===== src/rtl/array_ctrl_if.sv =====
// Control/SRAM/inst bundle between the host sequencer port and array_ctrl.
// The master side issues start and base addresses; the slave (array_ctrl) drives the rest.
interface array_ctrl_if #(
  parameter int ROW     = 8,
  parameter int ADDR_BW = 11
);
  logic               start;
  logic [ADDR_BW-1:0] w_base;
  logic [ADDR_BW-1:0] x_base;
  logic               busy;
  logic               done;
  logic               tile_rst;
  logic               w_rd_en;
  logic [ADDR_BW-1:0] w_addr;
  logic               x_rd_en;
  logic [ADDR_BW-1:0] x_addr;
  logic [2*ROW-1:0]   inst_w;

  modport master (
    output start, w_base, x_base,
    input  busy, done, tile_rst, w_rd_en, w_addr, x_rd_en, x_addr, inst_w
  );

  modport slave (
    input  start, w_base, x_base,
    output busy, done, tile_rst, w_rd_en, w_addr, x_rd_en, x_addr, inst_w
  );
endinterface


===== src/rtl/array_ctrl.sv =====
// Run sequencer for the weight-stationary MAC-tile array: clear, kernel load, flush,
// activation stream, drain. Emits SRAM reads and per-row skewed 2-bit inst buses.
module array_ctrl #(
  parameter int ROW     = 8,
  parameter int COL     = 8,
  parameter int LEN_NIJ = 36,
  parameter int ADDR_BW = 11,
  parameter int CNT_BW  = 8
) (
  input  logic        clk,
  input  logic        reset,
  array_ctrl_if.slave bus
);

  typedef enum logic [2:0] {
    IDLE   = 3'd0,
    CLR    = 3'd1,
    KLOAD  = 3'd2,
    KFLUSH = 3'd3,
    EXEC   = 3'd4,
    DRAIN  = 3'd5,
    DONE   = 3'd6
  } state_t;

  localparam logic [CNT_BW-1:0] KLOAD_LAST  = CNT_BW'(COL - 1);
  localparam logic [CNT_BW-1:0] KFLUSH_LAST = CNT_BW'((ROW > 1) ? ROW - 2 : 0);
  localparam logic [CNT_BW-1:0] EXEC_LAST   = CNT_BW'(LEN_NIJ - 1);
  localparam logic [CNT_BW-1:0] DRAIN_LAST  = CNT_BW'(ROW + COL - 2);

  state_t              state;
  logic [CNT_BW-1:0]   cnt;
  logic [ADDR_BW-1:0]  w_base_q;
  logic [ADDR_BW-1:0]  x_base_q;
  logic [1:0]          inst_p0;
  logic [1:0]          inst_row_p1 [ROW];

  always_ff @(posedge clk) begin
    if (reset) begin
      state <= IDLE;
      cnt   <= '0;
    end else begin
      case (state)
        IDLE: begin
          cnt <= '0;
          if (bus.start) state <= CLR;
        end
        CLR: begin
          cnt   <= '0;
          state <= KLOAD;
        end
        KLOAD: begin
          if (cnt == KLOAD_LAST) begin
            cnt   <= '0;
            state <= (ROW > 1) ? KFLUSH : EXEC;
          end else begin
            cnt <= cnt + 1'b1;
          end
        end
        KFLUSH: begin
          if (cnt == KFLUSH_LAST) begin
            cnt   <= '0;
            state <= EXEC;
          end else begin
            cnt <= cnt + 1'b1;
          end
        end
        EXEC: begin
          if (cnt == EXEC_LAST) begin
            cnt   <= '0;
            state <= DRAIN;
          end else begin
            cnt <= cnt + 1'b1;
          end
        end
        DRAIN: begin
          if (cnt == DRAIN_LAST) begin
            cnt   <= '0;
            state <= DONE;
          end else begin
            cnt <= cnt + 1'b1;
          end
        end
        DONE: begin
          cnt   <= '0;
          state <= IDLE;
        end
        default: begin
          cnt   <= '0;
          state <= IDLE;
        end
      endcase
    end
  end

  // Base addresses are pure data: captured on an accepted start, never reset.
  always_ff @(posedge clk) begin
    if (state == IDLE && bus.start) begin
      w_base_q <= bus.w_base;
      x_base_q <= bus.x_base;
    end
  end

  always_comb begin
    inst_p0 = 2'b00;
    if (state == KLOAD) inst_p0 = 2'b01;
    else if (state == EXEC) inst_p0 = 2'b10;
  end

  // ---- stage p1: one register aligns inst with 1-cycle SRAM data, then r-cycle row skew
  always_ff @(posedge clk) begin
    if (reset) begin
      for (int r = 0; r < ROW; r++) inst_row_p1[r] <= 2'b00;
    end else begin
      inst_row_p1[0] <= inst_p0;
      for (int r = 1; r < ROW; r++) inst_row_p1[r] <= inst_row_p1[r-1];
    end
  end

  for (genvar r = 0; r < ROW; r++) begin : g_row
    assign bus.inst_w[2*r +: 2] = inst_row_p1[r];
  end

  assign bus.busy     = (state != IDLE);
  assign bus.done     = (state == DONE);
  assign bus.tile_rst = (state == CLR);
  assign bus.w_rd_en  = (state == KLOAD);
  assign bus.x_rd_en  = (state == EXEC);
  assign bus.w_addr   = bus.w_rd_en ? w_base_q + ADDR_BW'(cnt) : '0;
  assign bus.x_addr   = bus.x_rd_en ? x_base_q + ADDR_BW'(cnt) : '0;

endmodule

===== src/flat_wrapper.sv =====
// flat-port wrapper written by rule: the top's interface ports become plain ports
module array_ctrl_flat 
#(
  parameter int ROW     = 8,
  parameter int COL     = 8,
  parameter int LEN_NIJ = 36,
  parameter int ADDR_BW = 11,
  parameter int CNT_BW  = 8
)
  (clk, reset, bus_start, bus_w_base, bus_x_base, bus_busy, bus_done, bus_tile_rst, bus_w_rd_en, bus_w_addr, bus_x_rd_en, bus_x_addr, bus_inst_w);
  array_ctrl_if #(.ROW(ROW), .ADDR_BW(ADDR_BW)) bus_i ();
  input  logic clk;
  input  logic reset;
  input wire logic [$bits(bus_i.start)-1:0] bus_start;
  input wire logic [$bits(bus_i.w_base)-1:0] bus_w_base;
  input wire logic [$bits(bus_i.x_base)-1:0] bus_x_base;
  output wire logic [$bits(bus_i.busy)-1:0] bus_busy;
  output wire logic [$bits(bus_i.done)-1:0] bus_done;
  output wire logic [$bits(bus_i.tile_rst)-1:0] bus_tile_rst;
  output wire logic [$bits(bus_i.w_rd_en)-1:0] bus_w_rd_en;
  output wire logic [$bits(bus_i.w_addr)-1:0] bus_w_addr;
  output wire logic [$bits(bus_i.x_rd_en)-1:0] bus_x_rd_en;
  output wire logic [$bits(bus_i.x_addr)-1:0] bus_x_addr;
  output wire logic [$bits(bus_i.inst_w)-1:0] bus_inst_w;
  assign bus_i.start = bus_start;
  assign bus_i.w_base = bus_w_base;
  assign bus_i.x_base = bus_x_base;
  assign bus_busy = bus_i.busy;
  assign bus_done = bus_i.done;
  assign bus_tile_rst = bus_i.tile_rst;
  assign bus_w_rd_en = bus_i.w_rd_en;
  assign bus_w_addr = bus_i.w_addr;
  assign bus_x_rd_en = bus_i.x_rd_en;
  assign bus_x_addr = bus_i.x_addr;
  assign bus_inst_w = bus_i.inst_w;
  array_ctrl #(.ROW(ROW), .COL(COL), .LEN_NIJ(LEN_NIJ), .ADDR_BW(ADDR_BW), .CNT_BW(CNT_BW)) u_core (.clk(clk), .reset(reset), .bus(bus_i));
endmodule

===== config.mk =====
export PLATFORM = sky130hd
export DESIGN_NAME = array_ctrl_flat
export DESIGN_NICKNAME = d
export VERILOG_FILES = /design/src/rtl/array_ctrl_if.sv /design/src/rtl/array_ctrl.sv /design/src/flat_wrapper.sv
export SDC_FILE = /design/constraint.sdc
export NUM_CORES = 1
export LEC_CHECK = 0
export CAP_MARGIN = 20
export CORE_MARGIN = 3
export CORE_UTILIZATION = 54
export DETAILED_ROUTE_END_ITERATION = 7
export GPL_TIMING_DRIVEN = 0
export PLACE_DENSITY = 0.95
export SLEW_MARGIN = 20
export SYNTH_ARGS = -nofsm -noshare
export SYNTH_HDL_FRONTEND = slang
export SYNTH_SLANG_ARGS = --single-unit
export TNS_END_PERCENT = 100

===== constraint.sdc =====
create_clock -name clk -period 5.3 [get_ports clk]
set_input_delay 1.06 -clock clk [delete_from_list [all_inputs] [get_ports clk]]
set_output_delay 1.06 -clock clk [all_outputs]
set_load 0.03 [all_outputs]

After elaboration in Yosys (flattened, before gate mapping):

Memory sizes are Yosys's and may differ from the RTL's.
Cells that the tools add are included.

* muxes and demuxes: 26
* bitwise gates (word level): 8
* reduce and logical (&&, ||, !) cells: 4
* equality and inequality tests: 15
* add/sub/neg operators: 3

Operator list (number)
* 8-bit 2-to-1 mux: 4
* 8-bit case mux with 4 select lines: 1
* 11-bit by 8-bit adder with 11-bit output: 2
* 11-bit 2-to-1 mux: 2
* 2-bit 2-to-1 mux: 10
* 3-bit case mux with 6 select lines: 1
* 8-bit by 3-bit equality test with 1-bit output (second input constant): 2
* 3-bit 2-to-1 mux: 5
* 3-bit equality test (second input constant): 3
* 8-bit by 1-bit adder with 8-bit output (second input constant): 1
* 8-bit by 4-bit equality test with 1-bit output (second input constant): 1
* 8-bit by 6-bit equality test with 1-bit output (second input constant): 1
* 1-bit OR: 8
* 3-bit by 2-bit equality test with 1-bit output (second input constant): 2
* 2-bit inequality test (second input constant): 3
* 5-bit AND reduction: 1
* 2-bit by 1-bit inequality test with 1-bit output (second input constant): 2
* 3-bit by 1-bit equality test with 1-bit output (second input constant): 1
* 3-bit zero test: 1
* 1-bit 2-to-1 mux: 3
* 3-bit nonzero test: 1
* 1-bit logical AND: 1

* memory bits (writable): 16
* bits of input ports: 25
* register bits after elaboration: 33
* memories kept: 1

Memories
* u_core.inst_row_p1: depth 8, width 2, read ports 8, clocked after memory_dff 0, wr ports 8, RTL line array_ctrl.sv:35 `logic [1:0] inst_row_p1 [ROW];`

Logic depth before layout (Yosys ltp):

* word-level depth: 4
* gate-level depth with buffers: 8
* gate-level depth less buffers: 6

Least setup slack after synthesis:

OpenSTA, ideal clock, no wires.

* path kind: reg-to-output
* from: reg u_core.x_base_q[0]
* to: out bus_x_addr[8]
* data arrival time: 2301 ps
* buffers on the path: 0
* cell stages (with the launch flop): 7
* slack: 1939 ps
* cells stage by stage: edfxtp_1 -> ha_1 -> fa_1 -> a211oi_1 -> o21a_1 -> o31ai_1 -> nor3_1

* word-level cells in the longest chain between the ends: 2

Ends and longest elaborated chain
* from (decl): RTL line array_ctrl.sv:33 `logic [ADDR_BW-1:0] x_base_q;`
* from (signal assigned): RTL line array_ctrl.sv:99 `x_base_q <= bus.x_base;`
* 11-bit by 8-bit adder with 11-bit output: RTL line array_ctrl.sv:129 `assign bus.x_addr = bus.x_rd_en ? x_base_q + ADDR_BW'(cnt) : '0;`
* 11-bit 2-to-1 mux: RTL line array_ctrl.sv:129
* to (decl): RTL line flat_wrapper.sv:23 `output wire logic [$bits(bus_i.x_addr)-1:0] bus_x_addr;`

No other way between the ends.

Final worst setup path:

* from: reg u_core.cnt[0]
* to: out bus_w_addr[8]

* word-level cells in the longest chain between the ends: 2

Ends and longest elaborated chain
* from (decl): RTL line array_ctrl.sv:31 `logic [CNT_BW-1:0] cnt;`
* from (signal assigned): RTL line array_ctrl.sv:56 `cnt <= cnt + 1'b1;`
* from (signal assigned): RTL line array_ctrl.sv:64 `cnt <= cnt + 1'b1;`
* from (signal assigned): RTL line array_ctrl.sv:72 `cnt <= cnt + 1'b1;`
* 11-bit by 8-bit adder with 11-bit output: RTL line array_ctrl.sv:128 `assign bus.w_addr = bus.w_rd_en ? w_base_q + ADDR_BW'(cnt) : '0;`
* 11-bit 2-to-1 mux: RTL line array_ctrl.sv:128
* to (decl): RTL line flat_wrapper.sv:21 `output wire logic [$bits(bus_i.w_addr)-1:0] bus_w_addr;`

No other way between the ends.

==> impl_summary.log <==
INFO  metric initial_antenna_violation_count = 0
INFO  metric timing.critical_path.slowest_cell_delay = 0.69 ns
INFO  metric slew-limit-headroom = 68.2%
INFO  metric yosys.area_share.adder = 9.24%
INFO  metric synth_top_flop_cell = sky130_fd_sc_hd__dfxtp_1
INFO  metric report.final.hold_viol_count = 0
INFO  metric globalplace.congestion = 0.866
INFO  metric cts_repair_resize_count = 0
INFO  metric final.period_utilization = 80.3%
INFO  metric cts-buffers-inserted = 5
INFO  metric cp-end-kind = primary output
INFO  metric syn_area = 0.00287 mm²
INFO  metric drt-wirelength-per-cell = 16.2 µm
INFO  metric cts_root_buffer = sky130_fd_sc_hd__clkbuf_8
INFO  metric fin_tns_setup = 0 ns
INFO  metric pwr_density_cell = 367 mW/mm²
INFO  metric drv.max_cap_violation_count = 0
INFO  metric post_synth_inst_count = 278
INFO  metric grt_pass1_vias = 2,447
INFO  metric comb_power_share = 43.5%
INFO  metric clock_tree_from_tritoncts = yes
INFO  metric rsz0062_at_grt = false
INFO  metric clkLatencyLatePin = 0.31 ns
INFO  metric post_synthesis_mux_area_share = 2.44%
INFO  metric io_buffer_count = 67
INFO  metric power.internal = 0.860 mW
INFO  metric post_synth_and_or_nand_nor_area_fraction = 20.4%
INFO  metric placement_rows = 25
INFO  metric initial_core_util = 58.1%
INFO  metric p_leak = 1.43 nW
INFO  metric slowest_stage = sky130_fd_sc_hd__clkdlybuf4s50_1
INFO  metric synth-async-reset-ratio = 0%
INFO  metric wire_length_of_the_first_global_routing_pass = 11,400 µm
INFO  metric crit_path_max_fanout = 6
INFO  metric area_growth = 31.3%
INFO  metric seq_area_frac_synth = 41.8%
INFO  metric p_sw = 0.523 mW
INFO  metric power_frac_seq = 36.1%
INFO  metric worst_setup_hold_path_clk_slew = 0.10 ns
INFO  metric status = finished clean
INFO  metric post_route_wl = 6840 µm
INFO  metric worst_ir_drop_vdd = 0.244 mV
INFO  metric gr-total-overflow = 0
INFO  metric fraction_of_layout_cells_with_a_size_suffix_above_1 = 9.04%
INFO  metric achievable-frequency = 0.235 GHz
INFO  metric worstSetupPathType = flip-flop to primary output
INFO  metric numClockSinks = 49
INFO  metric post-cts-setup-buffer-count = 0
INFO  metric final_core_util = 76.3%
INFO  metric antenna-diode-count = 0
INFO  metric synth_enable_flop_cells = 22
INFO  metric floorplan.die_area = 0.00623 mm²
INFO  metric h-tree-depth = 2
INFO  metric num_io_pins = 68
INFO  metric largest_family_of_logic_cells_by_synthesized_area = simple AND/OR/NAND/NOR gates
INFO  metric synth_cell_types = 56
INFO  metric yosys_register_bits = 49
INFO  metric cts_hold_repair.buffers = 0
INFO  metric yosys_warnings = 0
INFO  metric fin_crit = 4.25 ns
INFO  metric crit_required = 4.24 ns
INFO  metric hold_path_class = flip-flop to flip-flop
INFO  metric report.final.setup_viol = 0
INFO  metric mappedNetlistNets = 323
INFO  metric synth-xor-area-share = 3.05%
INFO  metric synth_area_leaders = sky130_fd_sc_hd__edfxtp_1, sky130_fd_sc_hd__dfxtp_1, sky130_fd_sc_hd__ha_1
INFO  metric switching_share = 37.8%
INFO  metric hpwlAfterDp = 5200 µm
INFO  metric fp.coreArea = 0.00494 mm²
INFO  metric die-height = 78.9 µm
INFO  metric avgSynthCellArea = 10.3 µm²
INFO  metric synth.top_cell.area_share = 23.0%
INFO  metric iteration_0_drc_count_of_the_detailed_router = 108
INFO  metric globalRouteTotalUtil = 23.2%
INFO  metric worst_clock_skew = 0.00730 ns
INFO  metric grt_max_degree = 17
INFO  metric synth_compound_area_share = 19.2%
INFO  metric number_of_slew_limit_violations_in_the_final_report = 0
INFO  metric pwr-share-clk = 20.4%
INFO  metric worst_pin_slew = 0.472 ns
INFO  metric startpoint_type = flip-flop
INFO  metric cts_buffer_depth = 2
INFO  metric drcViolationCount = 0
INFO  metric route.vias.total = 2,439
INFO  metric num-nets-final = 398
INFO  metric via_per_inst = 5.79
INFO  metric route.antenna.remaining_nets = 0
INFO  metric worstPathCellList = ha_1, fa_1, a211oi_1, o21bai_1, a31oi_1, mux2i_1, clkdlybuf4s50_1
INFO  metric crit_arrival = 3.19 ns
INFO  metric die_w = 78.9 µm
INFO  metric synth_area_leader_cell = sky130_fd_sc_hd__edfxtp_1
INFO  metric drt_pass1_iterations = 5
==> power by group through the flow <==
stage / clock [mW] / sequential, mW / combinational [mW]
finish: 0.283 / 0.499 / 0.601
global route: 0.301 / 0.506 / 0.648
CTS: 0.289 / 0.499 / 0.601
detailed placement: 0 / 0.507 / 0.596
global placement: 0 / 0.505 / 0.563
floorplan: 0 / 0.507 / 0.387
==> layout make-up <==
| type | instances | area (µm²) |
|---|---|---|
| multi-input cells | 210 | 1560 |
| flip-flops and latches | 49 | 1200 |
| fillers | 377 | 1170 |
| repair buffers | 68 | 686 |
| clock buffers | 7 | 119 |
| well taps | 67 | 83.8 |
| plain buffers | 13 | 75.1 |
| inverters | 6 | 35.0 |
| clock inverters | 1 | 8.76 |
==> final timing paths <==
kind | from | to | slack, ns | cells after the start
max | u_core.cnt[0] | bus_w_addr[8] | 1.05 | 7
min | u_core.inst_row_p1[0][11] | u_core.inst_row_p1[0][13] | 0.47 | 1
max reg2reg | u_core.cnt[1] | u_core.cnt[0] | 3.20 | 5
min reg2reg | u_core.inst_row_p1[0][11] | u_core.inst_row_p1[0][13] | 0.47 | 1
==> worst max-delay path: cells and delay by family (launching register included) <==
| family | cells | cell delay, ns |
|---|---|---|
| AOI/OAI and AO/OA | 3 | 0.86 |
| adders and majority gates | 2 | 0.71 |
| DFF | 1 | 0.40 |
| buffers and inverters | 1 | 0.69 |
| muxes | 1 | 0.23 |
==> synthesized netlist by cell type, types with 3 or more instances <==
master,n
sky130_fd_sc_hd__inv_1,4
sky130_fd_sc_hd__o21a_1,4
sky130_fd_sc_hd__clkbuf_1,6
sky130_fd_sc_hd__a21o_1,7
sky130_fd_sc_hd__xnor2_1,6
sky130_fd_sc_hd__mux2i_1,7
sky130_fd_sc_hd__o21bai_1,3
sky130_fd_sc_hd__o31ai_1,3
sky130_fd_sc_hd__and2_1,5
sky130_fd_sc_hd__nand3_1,12
sky130_fd_sc_hd__a211oi_2,7
sky130_fd_sc_hd__nor2b_1,14
sky130_fd_sc_hd__a211oi_1,7
sky130_fd_sc_hd__nand2_1,15
sky130_fd_sc_hd__nor2_1,14
sky130_fd_sc_hd__edfxtp_1,22
sky130_fd_sc_hd__or3_1,6
sky130_fd_sc_hd__nor3_1,9
sky130_fd_sc_hd__nand3b_1,4
sky130_fd_sc_hd__dfxtp_1,27
sky130_fd_sc_hd__buf_6,3
sky130_fd_sc_hd__ha_1,18
sky130_fd_sc_hd__xor2_1,4
sky130_fd_sc_hd__buf_2,3
sky130_fd_sc_hd__nand2b_1,8
sky130_fd_sc_hd__a21oi_1,10
sky130_fd_sc_hd__a31oi_1,3
sky130_fd_sc_hd__o21ai_0,7
==> flip-flops by register name, summed over array words and instances, names as in the netlist <==
signal              flops
u_core.inst_row_p1     16
u_core.w_base_q        11
u_core.x_base_q        11
u_core.cnt              8
u_core.state            3
==> cells by family (layout without fill, tap and decap cells) <==
logic type,after synthesis,in the layout
AOI/OAI and AO/OA,68,68
and+or+nand+nor,105,105
DFF,49,49
adders and majority gates,20,20
xor gates and xnor gates,10,10
muxes,7,7
buffers and inverters,19,95
==> metrics by stage <==
step	std cells	total power, mW	hold WS, ns	setup WS [ns]	cell area [µm²]
after floorplan	278	0.894	0.484	1.94	2870
after global placement	412	1.07	0.443	1.49	3630
after detailed placement	413	1.10	0.452	1.45	3640
after CTS	421	1.39	0.472	1.07	3770
after global routing	421	1.45	0.482	0.912	3770
final	421	1.38	0.466	1.05	3770
==> placed cells by master, fill, tap and decap left out, types with 3 or more instances in the layout <==
master                             n
sky130_fd_sc_hd__a211oi_1          7
sky130_fd_sc_hd__a211oi_2          7
sky130_fd_sc_hd__a21o_1            7
sky130_fd_sc_hd__a21oi_1          10
sky130_fd_sc_hd__a31oi_1           3
sky130_fd_sc_hd__and2_1            5
sky130_fd_sc_hd__buf_2             3
sky130_fd_sc_hd__buf_6             3
sky130_fd_sc_hd__clkbuf_1          6
sky130_fd_sc_hd__clkbuf_8          5
sky130_fd_sc_hd__clkdlybuf4s50_1  67
sky130_fd_sc_hd__dfxtp_1          27
sky130_fd_sc_hd__edfxtp_1         22
sky130_fd_sc_hd__ha_1             18
sky130_fd_sc_hd__inv_1             4
sky130_fd_sc_hd__mux2i_1           7
sky130_fd_sc_hd__nand2_1          15
sky130_fd_sc_hd__nand2b_1          8
sky130_fd_sc_hd__nand3_1          12
sky130_fd_sc_hd__nand3b_1          4
sky130_fd_sc_hd__nor2_1           13
sky130_fd_sc_hd__nor2b_1          14
sky130_fd_sc_hd__nor3_1            9
sky130_fd_sc_hd__o21a_1            4
sky130_fd_sc_hd__o21ai_0           7
sky130_fd_sc_hd__o21bai_1          3
sky130_fd_sc_hd__o31ai_1           3
sky130_fd_sc_hd__or3_1             6
sky130_fd_sc_hd__xnor2_1           6
sky130_fd_sc_hd__xor2_1            4
==> metal layers <==
| layer | GRT usage [%] | part of all wire [%] | vias up |
|---|---|---|---|
| li1 | - | - | 1190 |
| met1 | 28.0 | 42 | 1129 |
| met4 | 8.08 | 2.4 | 0 |
| met5 | 0 | 0 | - |
| met3 | 4.65 | 5.1 | 24 |
| met2 | 41.1 | 51 | 96 |
(Power assumes the default switching activity.)
